### src/rtl/gon_pkg.sv
// gon_pkg: shared types for the global-on-chip-network tag path.
//   gon_tag_seq_state_t : sequencer FSM states (IDLE, RUN, DONE)
//   gon_tag_pair_t      : one FIFO tag word, col in the MSBs, row in the LSBs
//   gon_sat_inc32       : saturating +1 used by the optional performance counters
package gon_pkg;

  localparam int GON_ROW_TAG_WIDTH = 4;
  localparam int GON_COL_TAG_WIDTH = 4;

  typedef enum logic [1:0] {
    IDLE = 2'd0,
    RUN  = 2'd1,
    DONE = 2'd2
  } gon_tag_seq_state_t;

  typedef struct packed {
    logic [GON_COL_TAG_WIDTH-1:0] col;
    logic [GON_ROW_TAG_WIDTH-1:0] row;
  } gon_tag_pair_t;

  // Increment that sticks at all-ones instead of wrapping.
  function automatic logic [31:0] gon_sat_inc32(input logic [31:0] value);
    if (value == 32'hFFFF_FFFF) begin
      return value;
    end else begin
      return value + 32'd1;
    end
  endfunction

endpackage

### src/rtl/gon_tag_sequencer_if.sv
// gon_tag_sequencer_if: tag write port between the tag sequencer and the GON
// gather FIFO.
//   row_tag, col_tag : tag pair presented to the FIFO
//   tags_wr_en       : write strobe (never asserted while tags_full is high)
//   tags_full        : FIFO full flag
// Modports: master = sequencer side, slave = FIFO side.
interface gon_tag_sequencer_if
  import gon_pkg::*;
#(
  parameter int ROW_TAG_WIDTH = 4,
  parameter int COL_TAG_WIDTH = 4
);

  logic [ROW_TAG_WIDTH-1:0] row_tag;
  logic [COL_TAG_WIDTH-1:0] col_tag;
  logic                     tags_wr_en;
  logic                     tags_full;

  modport master (
    output row_tag,
    output col_tag,
    output tags_wr_en,
    input  tags_full
  );

  modport slave (
    input  row_tag,
    input  col_tag,
    input  tags_wr_en,
    output tags_full
  );

endinterface

### src/rtl/gon_tag_counter.sv
// gon_tag_counter: wrap counter that runs 0 .. cnt-1 and flags the last value.
//   clk, reset : clock, asynchronous active-low reset
//   clear      : synchronous return to 0 (wins over inc)
//   inc        : advance by one, wrapping to 0 after the last value
//   cnt        : number of values in the cycle (callers never use it while 0)
//   last       : value is cnt-1; chain into the next counter's inc
module gon_tag_counter
  import gon_pkg::*;
#(
  parameter int WIDTH = 5
) (
  input  logic             clk,
  input  logic             reset,
  input  logic             clear,
  input  logic             inc,
  input  logic [WIDTH-1:0] cnt,
  output logic             last
);

  logic [WIDTH-1:0] value_r;

  assign last = (value_r == (cnt - WIDTH'(1)));

  // Counter state: clear, wrap on last, or hold.
  always_ff @(posedge clk or negedge reset) begin
    if (!reset) begin
      value_r <= {WIDTH{1'b0}};
    end else if (clear) begin
      value_r <= {WIDTH{1'b0}};
    end else if (inc) begin
      if (last) begin
        value_r <= {WIDTH{1'b0}};
      end else begin
        value_r <= value_r + WIDTH'(1);
      end
    end else begin
      value_r <= value_r;
    end
  end

endmodule

### src/rtl/gon_tag_sequencer.sv
// gon_tag_sequencer: walks every (row, col) tag of a rectangular PE region for
// a number of passes (col inner, row middle, pass outer) and writes one tag per
// cycle into the GON gather FIFO whenever it is not full.
//   clk, reset           : clock, asynchronous active-low reset
//   start, abort         : job request (IDLE only) and synchronous cancel
//   cfg_row_base/_cnt    : first row tag and rows per pass
//   cfg_col_base/_cnt    : first col tag and cols per pass
//   cfg_passes           : passes over the region (any zero count => no writes)
//   tags                 : FIFO tag write port (gon_tag_sequencer_if.master)
//   busy                 : high while tags are being issued
//   done                 : one-cycle completion pulse (not pulsed on abort)
// Optional macro GON_TAG_SEQ_PERF_EN adds perf_stall_cnt / perf_tag_cnt.
module gon_tag_sequencer
  import gon_pkg::*;
#(
  parameter int ROW_TAG_WIDTH = 4,
  parameter int COL_TAG_WIDTH = 4,
  parameter int PASS_WIDTH    = 8
) (
  input  logic                     clk,
  input  logic                     reset,
  input  logic                     start,
  input  logic                     abort,
  input  logic [ROW_TAG_WIDTH-1:0] cfg_row_base,
  input  logic [ROW_TAG_WIDTH:0]   cfg_row_cnt,
  input  logic [COL_TAG_WIDTH-1:0] cfg_col_base,
  input  logic [COL_TAG_WIDTH:0]   cfg_col_cnt,
  input  logic [PASS_WIDTH-1:0]    cfg_passes,
  gon_tag_sequencer_if.master      tags,
  output logic                     busy,
  output logic                     done
`ifdef GON_TAG_SEQ_PERF_EN
  ,
  output logic [31:0]              perf_stall_cnt,
  output logic [31:0]              perf_tag_cnt
`endif
);

  localparam logic [1:0] S_IDLE = IDLE;
  localparam logic [1:0] S_RUN  = RUN;
  localparam logic [1:0] S_DONE = DONE;

  logic [1:0]               state_r;
  logic [1:0]               state_nxt_s;
  logic [ROW_TAG_WIDTH-1:0] row_base_r;
  logic [ROW_TAG_WIDTH:0]   row_cnt_r;
  logic [COL_TAG_WIDTH-1:0] col_base_r;
  logic [COL_TAG_WIDTH:0]   col_cnt_r;
  logic [PASS_WIDTH-1:0]    passes_r;
  logic [ROW_TAG_WIDTH-1:0] row_tag_r;
  logic [COL_TAG_WIDTH-1:0] col_tag_r;
  logic wr_en_s, accept_s, zero_cnt_s;
  logic col_last_s, row_last_s, pass_last_s;
  logic row_inc_s, pass_inc_s, last_wr_s;

  // Write strobe, start acceptance and the counter carry chain.
  // The abort term keeps the cancel cycle itself from issuing a write.
  always_comb begin
    wr_en_s    = (state_r == S_RUN) & ~tags.tags_full & ~abort;
    accept_s   = (state_r == S_IDLE) & start & ~abort;
    zero_cnt_s = (cfg_row_cnt == {(ROW_TAG_WIDTH+1){1'b0}}) |
                 (cfg_col_cnt == {(COL_TAG_WIDTH+1){1'b0}}) |
                 (cfg_passes  == {PASS_WIDTH{1'b0}});
    row_inc_s  = wr_en_s & col_last_s;
    pass_inc_s = row_inc_s & row_last_s;
    last_wr_s  = pass_inc_s & pass_last_s;
  end

  // Next-state logic.
  always_comb begin
    state_nxt_s = state_r;
    case (state_r)
      S_IDLE: begin
        if (accept_s) begin
          if (zero_cnt_s) begin
            state_nxt_s = S_DONE;
          end else begin
            state_nxt_s = S_RUN;
          end
        end else begin
          state_nxt_s = S_IDLE;
        end
      end
      S_RUN: begin
        if (abort) begin
          state_nxt_s = S_IDLE;
        end else if (last_wr_s) begin
          state_nxt_s = S_DONE;
        end else begin
          state_nxt_s = S_RUN;
        end
      end
      S_DONE:  state_nxt_s = S_IDLE;
      default: state_nxt_s = S_IDLE;
    endcase
  end

  // FSM state register.
  always_ff @(posedge clk or negedge reset) begin
    if (!reset) begin
      state_r <= S_IDLE;
    end else begin
      state_r <= state_nxt_s;
    end
  end

  // Shadow copy of the job configuration, captured only on an accepted start.
  always_ff @(posedge clk or negedge reset) begin
    if (!reset) begin
      row_base_r <= {ROW_TAG_WIDTH{1'b0}};
      row_cnt_r  <= {(ROW_TAG_WIDTH+1){1'b0}};
      col_base_r <= {COL_TAG_WIDTH{1'b0}};
      col_cnt_r  <= {(COL_TAG_WIDTH+1){1'b0}};
      passes_r   <= {PASS_WIDTH{1'b0}};
    end else if (accept_s) begin
      row_base_r <= cfg_row_base;
      row_cnt_r  <= cfg_row_cnt;
      col_base_r <= cfg_col_base;
      col_cnt_r  <= cfg_col_cnt;
      passes_r   <= cfg_passes;
    end else begin
      row_base_r <= row_base_r;
      row_cnt_r  <= row_cnt_r;
      col_base_r <= col_base_r;
      col_cnt_r  <= col_cnt_r;
      passes_r   <= passes_r;
    end
  end

  // Tag registers track base+offset incrementally; the adds wrap modulo
  // 2^width by construction, and the tags hold while the FIFO is full.
  always_ff @(posedge clk or negedge reset) begin
    if (!reset) begin
      row_tag_r <= {ROW_TAG_WIDTH{1'b0}};
      col_tag_r <= {COL_TAG_WIDTH{1'b0}};
    end else if (accept_s) begin
      row_tag_r <= cfg_row_base;
      col_tag_r <= cfg_col_base;
    end else if (wr_en_s) begin
      if (col_last_s) begin
        col_tag_r <= col_base_r;
        if (row_last_s) begin
          row_tag_r <= row_base_r;
        end else begin
          row_tag_r <= row_tag_r + ROW_TAG_WIDTH'(1);
        end
      end else begin
        col_tag_r <= col_tag_r + COL_TAG_WIDTH'(1);
        row_tag_r <= row_tag_r;
      end
    end else begin
      row_tag_r <= row_tag_r;
      col_tag_r <= col_tag_r;
    end
  end

  gon_tag_counter #(.WIDTH(COL_TAG_WIDTH+1)) u_col_cnt (
    .clk(clk), .reset(reset), .clear(accept_s), .inc(wr_en_s),
    .cnt(col_cnt_r), .last(col_last_s)
  );

  gon_tag_counter #(.WIDTH(ROW_TAG_WIDTH+1)) u_row_cnt (
    .clk(clk), .reset(reset), .clear(accept_s), .inc(row_inc_s),
    .cnt(row_cnt_r), .last(row_last_s)
  );

  gon_tag_counter #(.WIDTH(PASS_WIDTH)) u_pass_cnt (
    .clk(clk), .reset(reset), .clear(accept_s), .inc(pass_inc_s),
    .cnt(passes_r), .last(pass_last_s)
  );

  assign tags.row_tag    = row_tag_r;
  assign tags.col_tag    = col_tag_r;
  assign tags.tags_wr_en = wr_en_s;
  assign busy            = (state_r == S_RUN);
  assign done            = (state_r == S_DONE);

`ifdef GON_TAG_SEQ_PERF_EN
  logic [31:0] stall_cnt_r;
  logic [31:0] tag_cnt_r;

  // Stall and write counters: cleared per job, saturating, held afterwards.
  always_ff @(posedge clk or negedge reset) begin
    if (!reset) begin
      stall_cnt_r <= 32'd0;
      tag_cnt_r   <= 32'd0;
    end else if (accept_s) begin
      stall_cnt_r <= 32'd0;
      tag_cnt_r   <= 32'd0;
    end else begin
      if ((state_r == S_RUN) && tags.tags_full) begin
        stall_cnt_r <= gon_sat_inc32(stall_cnt_r);
      end else begin
        stall_cnt_r <= stall_cnt_r;
      end
      if (wr_en_s) begin
        tag_cnt_r <= gon_sat_inc32(tag_cnt_r);
      end else begin
        tag_cnt_r <= tag_cnt_r;
      end
    end
  end

  assign perf_stall_cnt = stall_cnt_r;
  assign perf_tag_cnt   = tag_cnt_r;
`endif

endmodule

### src/flat_wrapper.sv
// flat-port wrapper written by rule: the top's interface ports become plain ports
module gon_tag_sequencer_flat import gon_pkg::*;
#(
  parameter int ROW_TAG_WIDTH = 4,
  parameter int COL_TAG_WIDTH = 4,
  parameter int PASS_WIDTH    = 8
)
  (clk, reset, start, abort, cfg_row_base, cfg_row_cnt, cfg_col_base, cfg_col_cnt, cfg_passes, busy, done, tags_row_tag, tags_col_tag, tags_tags_wr_en, tags_tags_full);
  gon_tag_sequencer_if #(.ROW_TAG_WIDTH(ROW_TAG_WIDTH), .COL_TAG_WIDTH(COL_TAG_WIDTH)) tags_i ();
  input  logic clk;
  input  logic reset;
  input  logic start;
  input  logic abort;
  input  logic [ROW_TAG_WIDTH-1:0] cfg_row_base;
  input  logic [ROW_TAG_WIDTH:0] cfg_row_cnt;
  input  logic [COL_TAG_WIDTH-1:0] cfg_col_base;
  input  logic [COL_TAG_WIDTH:0] cfg_col_cnt;
  input  logic [PASS_WIDTH-1:0] cfg_passes;
  output logic busy;
  output logic done;
  output wire logic [$bits(tags_i.row_tag)-1:0] tags_row_tag;
  output wire logic [$bits(tags_i.col_tag)-1:0] tags_col_tag;
  output wire logic [$bits(tags_i.tags_wr_en)-1:0] tags_tags_wr_en;
  input wire logic [$bits(tags_i.tags_full)-1:0] tags_tags_full;
  assign tags_row_tag = tags_i.row_tag;
  assign tags_col_tag = tags_i.col_tag;
  assign tags_tags_wr_en = tags_i.tags_wr_en;
  assign tags_i.tags_full = tags_tags_full;
  gon_tag_sequencer #(.ROW_TAG_WIDTH(ROW_TAG_WIDTH), .COL_TAG_WIDTH(COL_TAG_WIDTH), .PASS_WIDTH(PASS_WIDTH)) u_core (.clk(clk), .reset(reset), .start(start), .abort(abort), .cfg_row_base(cfg_row_base), .cfg_row_cnt(cfg_row_cnt), .cfg_col_base(cfg_col_base), .cfg_col_cnt(cfg_col_cnt), .cfg_passes(cfg_passes), .tags(tags_i), .busy(busy), .done(done));
endmodule
### config.mk
export PLATFORM = sky130hd
export DESIGN_NAME = gon_tag_sequencer_flat
export DESIGN_NICKNAME = d
export VERILOG_FILES = /design/src/rtl/gon_pkg.sv /design/src/rtl/gon_tag_sequencer_if.sv /design/src/rtl/gon_tag_counter.sv /design/src/rtl/gon_tag_sequencer.sv /design/src/flat_wrapper.sv
export SDC_FILE = /design/constraint.sdc
export NUM_CORES = 1
export LEC_CHECK = 0
export ABC_CLOCK_PERIOD_IN_PS = 4800
export BUFFER_PORTS_ARGS = -buffer_cell sky130_fd_sc_hd__buf_4
export CORE_ASPECT_RATIO = 0.7
export CORE_MARGIN = 5
export CORE_UTILIZATION = 35
export DETAILED_ROUTE_END_ITERATION = 8
export SLEW_MARGIN = 20
export SYNTH_ARGS = -nofsm -noshare
export SYNTH_HDL_FRONTEND = slang
export SYNTH_SLANG_ARGS = --single-unit
export TNS_END_PERCENT = 10
### constraint.sdc
create_clock -name clk -period 4.8 [get_ports clk]
set_clock_uncertainty 0.2 [all_clocks]
set_input_delay 0.48 -clock clk [delete_from_list [all_inputs] [get_ports clk]]
set_output_delay 0.48 -clock clk [all_outputs]
set_load 0.1 [all_outputs]
Word-level counts from Yosys, hierarchy flattened
Cells that the tools add are included.
{"block": "word_totals", "register_bits": 54, "output_inout_bits": 11, "in_bits": 31, "wordCells": 65}
{"block": "classes", "n_mux": 21, "bitwise": 11, "eq_ne": 5, "addsub": 8, "n_reduce_logical": 9}
{"op": "$mux W5", "n": 6}
{"op": "$mux W4", "n": 7}
{"op": "$mux W8", "n": 3}
{"op": "$add A5 B1 Y5 const B", "n": 2}
{"op": "$eq A5 B5 Y1", "n": 2}
{"op": "$logic_not A5 Y1", "n": 2}
{"op": "$sub A5 B1 Y5 const B", "n": 2}
{"op": "$add A4 B1 Y4 const B", "n": 2}
{"op": "$add A8 B1 Y8 const B", "n": 1}
{"op": "$eq A8 B8 Y1", "n": 1}
{"op": "$logic_not A8 Y1", "n": 1}
{"op": "$mux W2", "n": 4}
{"op": "$reduce_bool A2 Y1", "n": 4}
{"op": "$sub A8 B1 Y8 const B", "n": 1}
{"op": "$and A1 B1 Y1", "n": 7}
{"op": "$pmux W2 S2", "n": 1}
{"op": "$eq A2 B1 Y1 const B", "n": 1}
{"op": "$eq A2 B2 Y1 const B", "n": 1}
{"op": "$logic_not A2 Y1", "n": 1}
{"op": "$not A1 Y1", "n": 2}
{"op": "$or A1 B1 Y1", "n": 2}
{"op": "$reduce_and A2 Y1", "n": 1}

Logic depth before layout (Yosys ltp)
{"block": "depth", "ltp_word": 9, "depth_mapped": 9, "ltp_nobuf": 8}

Hierarchy
A second synthesis with hierarchy kept.
{"block": "unflattened", "cells_unflattened": 346, "hier_area_um2": 3166.8}
{"mod": "gon_tag_sequencer", "cells_each": 182, "area_each_um2": 1622.8, "seq_area_each_um2": 900.9, "n_inst": 1}
{"mod": "gon_tag_counter at u_core.u_col_cnt ...", "cells_each": 40, "area_each_um2": 416.6, "seq_area_each_um2": 125.1, "n_inst": 2}
{"mod": "gon_tag_counter at u_core.u_pass_cnt", "cells_each": 84, "area_each_um2": 710.7, "seq_area_each_um2": 200.2, "n_inst": 1}

Worst setup path after synthesis
No wires, ideal clock.
{"block": "synth_path", "kind": "input to register", "startpoint": "input abort", "endpoint": "register u_core.col_tag_r[2], in the netlist u_core.tags.col_tag[2]", "path_buffers": 1, "t_arrival_ps": 2539, "path_stages": 7, "setup_slack_ps": 1925, "path_cell_list": "nor2_1 -> nand3b_1 -> inv_1 -> buf_1 -> o21ai_0 -> a22oi_1 -> o21ai_0"}
{"block": "synth_between", "elab_chain_cells": 3}
{"element": "start: declaration", "line_no": "flat_wrapper.sv:13", "rtl": "input logic abort;"}
{"element": "$not A1 Y1", "line_no": "gon_tag_sequencer.sv:59", "rtl": "wr_en_s = (state_r == S_RUN) & ~tags.tags_full & ~abort;"}
{"element": "$and A1 B1 Y1", "line_no": "gon_tag_sequencer.sv:59"}
{"element": "via tags_tags_wr_en", "line_no": "flat_wrapper.sv:23", "rtl": "output wire logic [$bits(tags_i.tags_wr_en)-1:0] tags_tags_wr_en;"}
{"element": "$reduce_bool A2 Y1 (no source line)"}
{"element": "end signal: assignment", "line_no": "gon_tag_sequencer.sv:135", "rtl": "col_tag_r <= {COL_TAG_WIDTH{1'b0}};"}
{"element": "end signal: assignment", "line_no": "gon_tag_sequencer.sv:138", "rtl": "col_tag_r <= cfg_col_base;"}
{"element": "end signal: assignment", "line_no": "gon_tag_sequencer.sv:141", "rtl": "col_tag_r <= col_base_r;"}
{"element": "end: declaration", "line_no": "gon_tag_sequencer.sv:51", "rtl": "logic [COL_TAG_WIDTH-1:0] col_tag_r;"}
The timed path passes the listed nets, and every way through them passes these cells.
A chain may end at the register's enable or synchronous reset.

Worst setup path in the final report
{"block": "layout_path", "startpoint": "register u_core.col_cnt_r[0]", "endpoint": "register u_core.u_pass_cnt.value_r[3]"}
{"block": "layout_between", "elab_chain_cells": 5}
{"element": "start: declaration", "line_no": "gon_tag_sequencer.sv:48", "rtl": "logic [COL_TAG_WIDTH:0] col_cnt_r;"}
{"element": "start signal: assignment", "line_no": "gon_tag_sequencer.sv:113", "rtl": "col_cnt_r <= {(COL_TAG_WIDTH+1){1'b0}};"}
{"element": "start signal: assignment", "line_no": "gon_tag_sequencer.sv:119", "rtl": "col_cnt_r <= cfg_col_cnt;"}
{"element": "start signal: assignment", "line_no": "gon_tag_sequencer.sv:125", "rtl": "col_cnt_r <= col_cnt_r;"}
{"element": "$sub A5 B1 Y5", "line_no": "gon_tag_counter.sv:22", "rtl": "assign last = (value_r == (cnt - WIDTH'(1)));"}
{"element": "$eq A5 B5 Y1", "line_no": "gon_tag_counter.sv:22"}
{"element": "$and A1 B1 Y1", "line_no": "gon_tag_sequencer.sv:64", "rtl": "row_inc_s = wr_en_s & col_last_s;"}
{"element": "$and A1 B1 Y1", "line_no": "gon_tag_sequencer.sv:65", "rtl": "pass_inc_s = row_inc_s & row_last_s;"}
{"element": "$reduce_bool A2 Y1 (no source line)"}
{"element": "end signal: assignment", "line_no": "gon_tag_counter.sv:27", "rtl": "value_r <= {WIDTH{1'b0}};"}
{"element": "end signal: assignment", "line_no": "gon_tag_counter.sv:29", "rtl": "value_r <= {WIDTH{1'b0}};"}
{"element": "end signal: assignment", "line_no": "gon_tag_counter.sv:32", "rtl": "value_r <= {WIDTH{1'b0}};"}
{"element": "end: declaration", "line_no": "gon_tag_counter.sv:20", "rtl": "logic [WIDTH-1:0] value_r;"}
No other way between the ends.

==> results_tabular.tex <==
\begin{tabular}{lr}
\hline
Metric & Value \\
\hline
\multicolumn{2}{l}{\textbf{Run status}} \\
\quad Outcome & completed \\
\multicolumn{2}{l}{\textbf{Synthesis}} \\
\quad Most common flop cell mapped by yosys & sky130\_fd\_sc\_hd\_\_dfrtp\_1 \\
\quad Synthesis Warnings & 0 \\
\quad Mapped Avg Cell Area & 9.21 um2 \\
\quad Most instantiated cells after synthesis & 73 x sky130\_fd\_sc\_hd\_\_nand2\_1, 54 x sky130\_fd\_sc\_hd\_\_dfrtp\_1, 21 x sky130\_fd\_sc\_hd\_\_o21ai\_0 \\
\quad Synth Net Count & 368 \\
\quad Synthesis-stage register bit count & 54 \\
\quad Post-synth cell types & 53 \\
\quad Post-synth top area cell & sky130\_fd\_sc\_hd\_\_dfrtp\_1 \\
\quad Register area share after synthesis & 44.6\% \\
\quad Top post-synthesis cells by area & sky130\_fd\_sc\_hd\_\_dfrtp\_1 45\%, sky130\_fd\_sc\_hd\_\_nand2\_1 9.0\%, sky130\_fd\_sc\_hd\_\_xnor2\_1 4.6\% \\
\quad Async set-reset flop share out of synthesis & 100\% \\
\quad Netlist Area Pre-Place & 3030 um2 \\
\quad Fraction of synthesized cell area taken by the top area cell type & 44.6\% \\
\quad Number of enable flip-flop cells after synthesis & 0 \\
\quad Syn Inst Count & 329 \\
\quad Most frequently used cell type in the post-synthesis netlist & sky130\_fd\_sc\_hd\_\_nand2\_1 \\
\multicolumn{2}{l}{\textbf{Min path}} \\
\quad Hold WC Path Type & in -> async \\
\multicolumn{2}{l}{\textbf{Setup path}} \\
\quad Data required, critical path & 4790 ps \\
\quad Endpoint of the lowest-slack register-to-register path & u\_core.u\_pass\_cnt.value\_r[3] \\
\quad Reg2reg path depth & 9 \\
\quad Worst setup path endpoint & u\_core.u\_pass\_cnt.value\_r[3] \\
\quad Reg2reg start & u\_core.col\_cnt\_r[0] \\
\quad CP cell instances & inv\_1 -> ha\_1 -> xnor2\_1 -> a211oi\_1 -> o311ai\_1 -> buf\_4 -> o31ai\_1 -> o21ai\_1 -> a22o\_1 \\
\quad Critical path peak fanout & 11 \\
\quad Startpoint class of the critical path & register \\
\quad Cell at the slowest stage of the critical path & sky130\_fd\_sc\_hd\_\_o31ai\_1 \\
\quad Launch point of the worst path & u\_core.col\_cnt\_r[0] \\
\quad Reg-to-reg slack, setup & 1970 ps \\
\quad Kind of capture point of the worst setup path & register \\
\quad Category of the most critical setup path & reg -> reg \\
\quad Largest stage delay on the critical path & 600 ps \\
\quad Arr. time, crit path & 2820 ps \\
\multicolumn{2}{l}{\textbf{Route}} \\
\quad Final routed DRC violation total & 0 \\
\quad Starting DRT DRC Count & 168 \\
\quad Drt via density & 5.10 \\
\quad Final Routed Wirelength & 6920 um \\
\quad Length of the first detailed-routing pass in iterations & 4 \\
\quad Post-route ant nets & 0 \\
\quad WL per Instance & 14.1 um \\
\quad Via count of the routed design & 2,510 \\
\multicolumn{2}{l}{\textbf{Final layout}} \\
\quad Filler-free cell count of the finished design & 492 \\
\quad Storage element area & 1350 um2 \\
\quad Number of diodes added for antenna fixing & 0 \\
\quad Area of all placed cells without fillers & 3650 um2 \\
\quad Layout filler cell count & 834 \\
\quad Multi-input logic area & 1600 um2 \\
\quad Final core utilization & 43.3\% \\
\quad Share of layout cells above drive strength 1 & 16.7\% \\
\quad Nets & 410 \\
\quad Layout-stage area growth over the synthesis result & 20.7\% \\
\multicolumn{2}{l}{\textbf{Power and ir drop}} \\
\quad Design Power & 1.51 mW \\
\quad Peak VDD IR & 0.179 mV \\
\quad Power density relative to cell area & 413 nW/um2 \\
\quad Leakage power & 1.71 nW \\
\multicolumn{2}{l}{\textbf{Placement}} \\
\quad Number of placed instances, taps included & 484 \\
\quad Hpwl dp & 5010 um \\
\quad Placed cell area & 3480 um2 \\
\quad Port bufs & 41 \\
\quad GP Congestion & 0.797 \\
\quad Worst slack, placed & 1990 ps \\
\multicolumn{2}{l}{\textbf{CTS}} \\
\quad Reg clk slew, reported paths & 70 ps \\
\quad Root buffer cell & sky130\_fd\_sc\_hd\_\_clkbuf\_16 \\
\quad Num CTS Buffers & 5 \\
\quad H-tree depth reported by CTS & 2 \\
\quad Bufs on Longest Clock Path & 2 \\
\quad Number of gates resized after cts & 0 \\
\quad Source-to-sink clock delay at the later pin of the worst-skew pair & 300 ps \\
\quad Hold-fix buffers at CTS & 0 \\
\quad Setup repair bufs after CTS & 0 \\
\quad Clk sink count & 54 \\
\quad Clock tree from TritonCTS & yes \\
\multicolumn{2}{l}{\textbf{Die}} \\
\quad Core footprint & 8440 um2 \\
\quad I/O Pins & 42 \\
\quad Initial standard-cell utilization of the core & 35.9\% \\
\quad Die width & 121 um \\
\quad Num rows & 28 \\
\quad Die area & 10,600 um2 \\
\quad Height of the die & 87.8 um \\
\multicolumn{2}{l}{\textbf{Global route}} \\
\quad Vias in the first global route & 2,440 \\
\quad Total Routing Usage GR & 14.2\% \\
\quad Wire length of the first global-routing pass & 12,000 um \\
\quad Antenna violations before repair & 0 \\
\quad Maximum number of pins on one net before global-route repair & 55 \\
\quad Remaining global-route overflow & 0 \\
\multicolumn{2}{l}{\textbf{Flow run}} \\
\quad Maximum capacitance violations & 0 \\
\multicolumn{2}{l}{\textbf{Timing}} \\
\quad Worst slew slack as a fraction of its limit & 46.2\% \\
\quad Final Worst Setup Slack & 1970 ps \\
\quad Setup Total Neg Slack & 0 ps \\
\quad RSZ-0062 raised after global routing & no \\
\quad Actual slew at the worst max-slew pin & 805 ps \\
\quad \# setup viols final & 0 \\
\quad Final Hold Slack & 31.6 ps \\
\quad Number of slew-limit violations in the final report & 0 \\
\quad Hold Violations, Final & 0 \\
\quad Final period utilization & 59.0\% \\
\quad Upper clock frequency limit & 353 MHz \\
\quad Tmin final & 2830 ps \\
\hline
\end{tabular}
-- cells by family after synthesis --
logic type,share of synthesized area (%)
and+or+nand+nor,22.9
muxes,2.81
buffers and inverters,2.77
xor gates and xnor gates,7.52
DFF,44.6
AOI/OAI and AO/OA,16.1
adders and majority gates,3.30
-- cell type report --
| class | count | share of cell area, % |
|---|---|---|
| Clock inverter | 3 | 1.34 |
| Timing Repair Buffer | 45 | 9.24 |
| Multi-Input combinational cell | 254 | 43.8 |
| Clock buffer | 5 | 3.42 |
| Inverter | 11 | 1.13 |
| Tap cell | 120 | 4.11 |
| Sequential cell | 54 | 37.0 |
-- how the worst min path moves through the flow --
stage | slack [ps] | cells after the start | endpoint | startpoint
after floorplan | -20 | 0 | u_core.col_base_r[0] | reset
after global placement | 260 | 2 | u_core.row_base_r[2] | u_core.row_base_r[2]
after detailed placement | 260 | 2 | u_core.row_base_r[3] | u_core.row_base_r[3]
after CTS | 60 | 1 | u_core.tags.row_tag[0] | reset
after global routing | 90 | 1 | u_core.u_row_cnt.value_r[0] | reset
final | 30 | 1 | u_core.row_cnt_r[1] | reset
-- power breakdown --
part	total, mW	internal [mW]	switching [mW]
clock network	0.428	0.250	0.178
logic	0.492	0.178	0.314
registers	0.591	0.522	0.0691
-- critical path, delay by kind of cell, from the launching register on --
kind                       cells  cell delay, ps
AOI/OAI and AO/OA              5            1420
buffers and inverters          2             270
DFF                            1             400
xor gates and xnor gates       1             130
adders and majority gates      1             300
-- sequential cells by signal, indices dropped and copies added (netlist names) --
signal                     count
u_core.passes_r                8
u_core.row_cnt_r               5
u_core.u_row_cnt.value_r       5
u_core.row_base_r              4
u_core.state_r                 2
u_core.u_col_cnt.value_r       5
u_core.u_pass_cnt.value_r      8
u_core.tags.row_tag            4
u_core.tags.col_tag            4
u_core.col_cnt_r               5
u_core.col_base_r              4
-- cell usage in the layout (no fill, tap or decap), types with 8 or more instances in the layout --
master,netlist,final
sky130_fd_sc_hd__nor2_1,12,12
sky130_fd_sc_hd__nor2b_1,11,11
sky130_fd_sc_hd__nand2_1,73,73
sky130_fd_sc_hd__ha_1,8,8
sky130_fd_sc_hd__xnor2_1,16,16
sky130_fd_sc_hd__dfrtp_1,54,54
sky130_fd_sc_hd__nand3_1,11,11
sky130_fd_sc_hd__xor2_1,10,10
sky130_fd_sc_hd__buf_4,1,45
sky130_fd_sc_hd__o21ai_0,21,21
sky130_fd_sc_hd__inv_1,11,11
-- metal layers --
metal,GRT usage [%],wire length (um),vias up
li1,-,-,1248
met1,20.6,3630,1211
met2,21.0,2920,41
met3,2.91,261,10
met4,4.88,108,0
met5,0,0,-
Power figures use the tool's default switching activity.
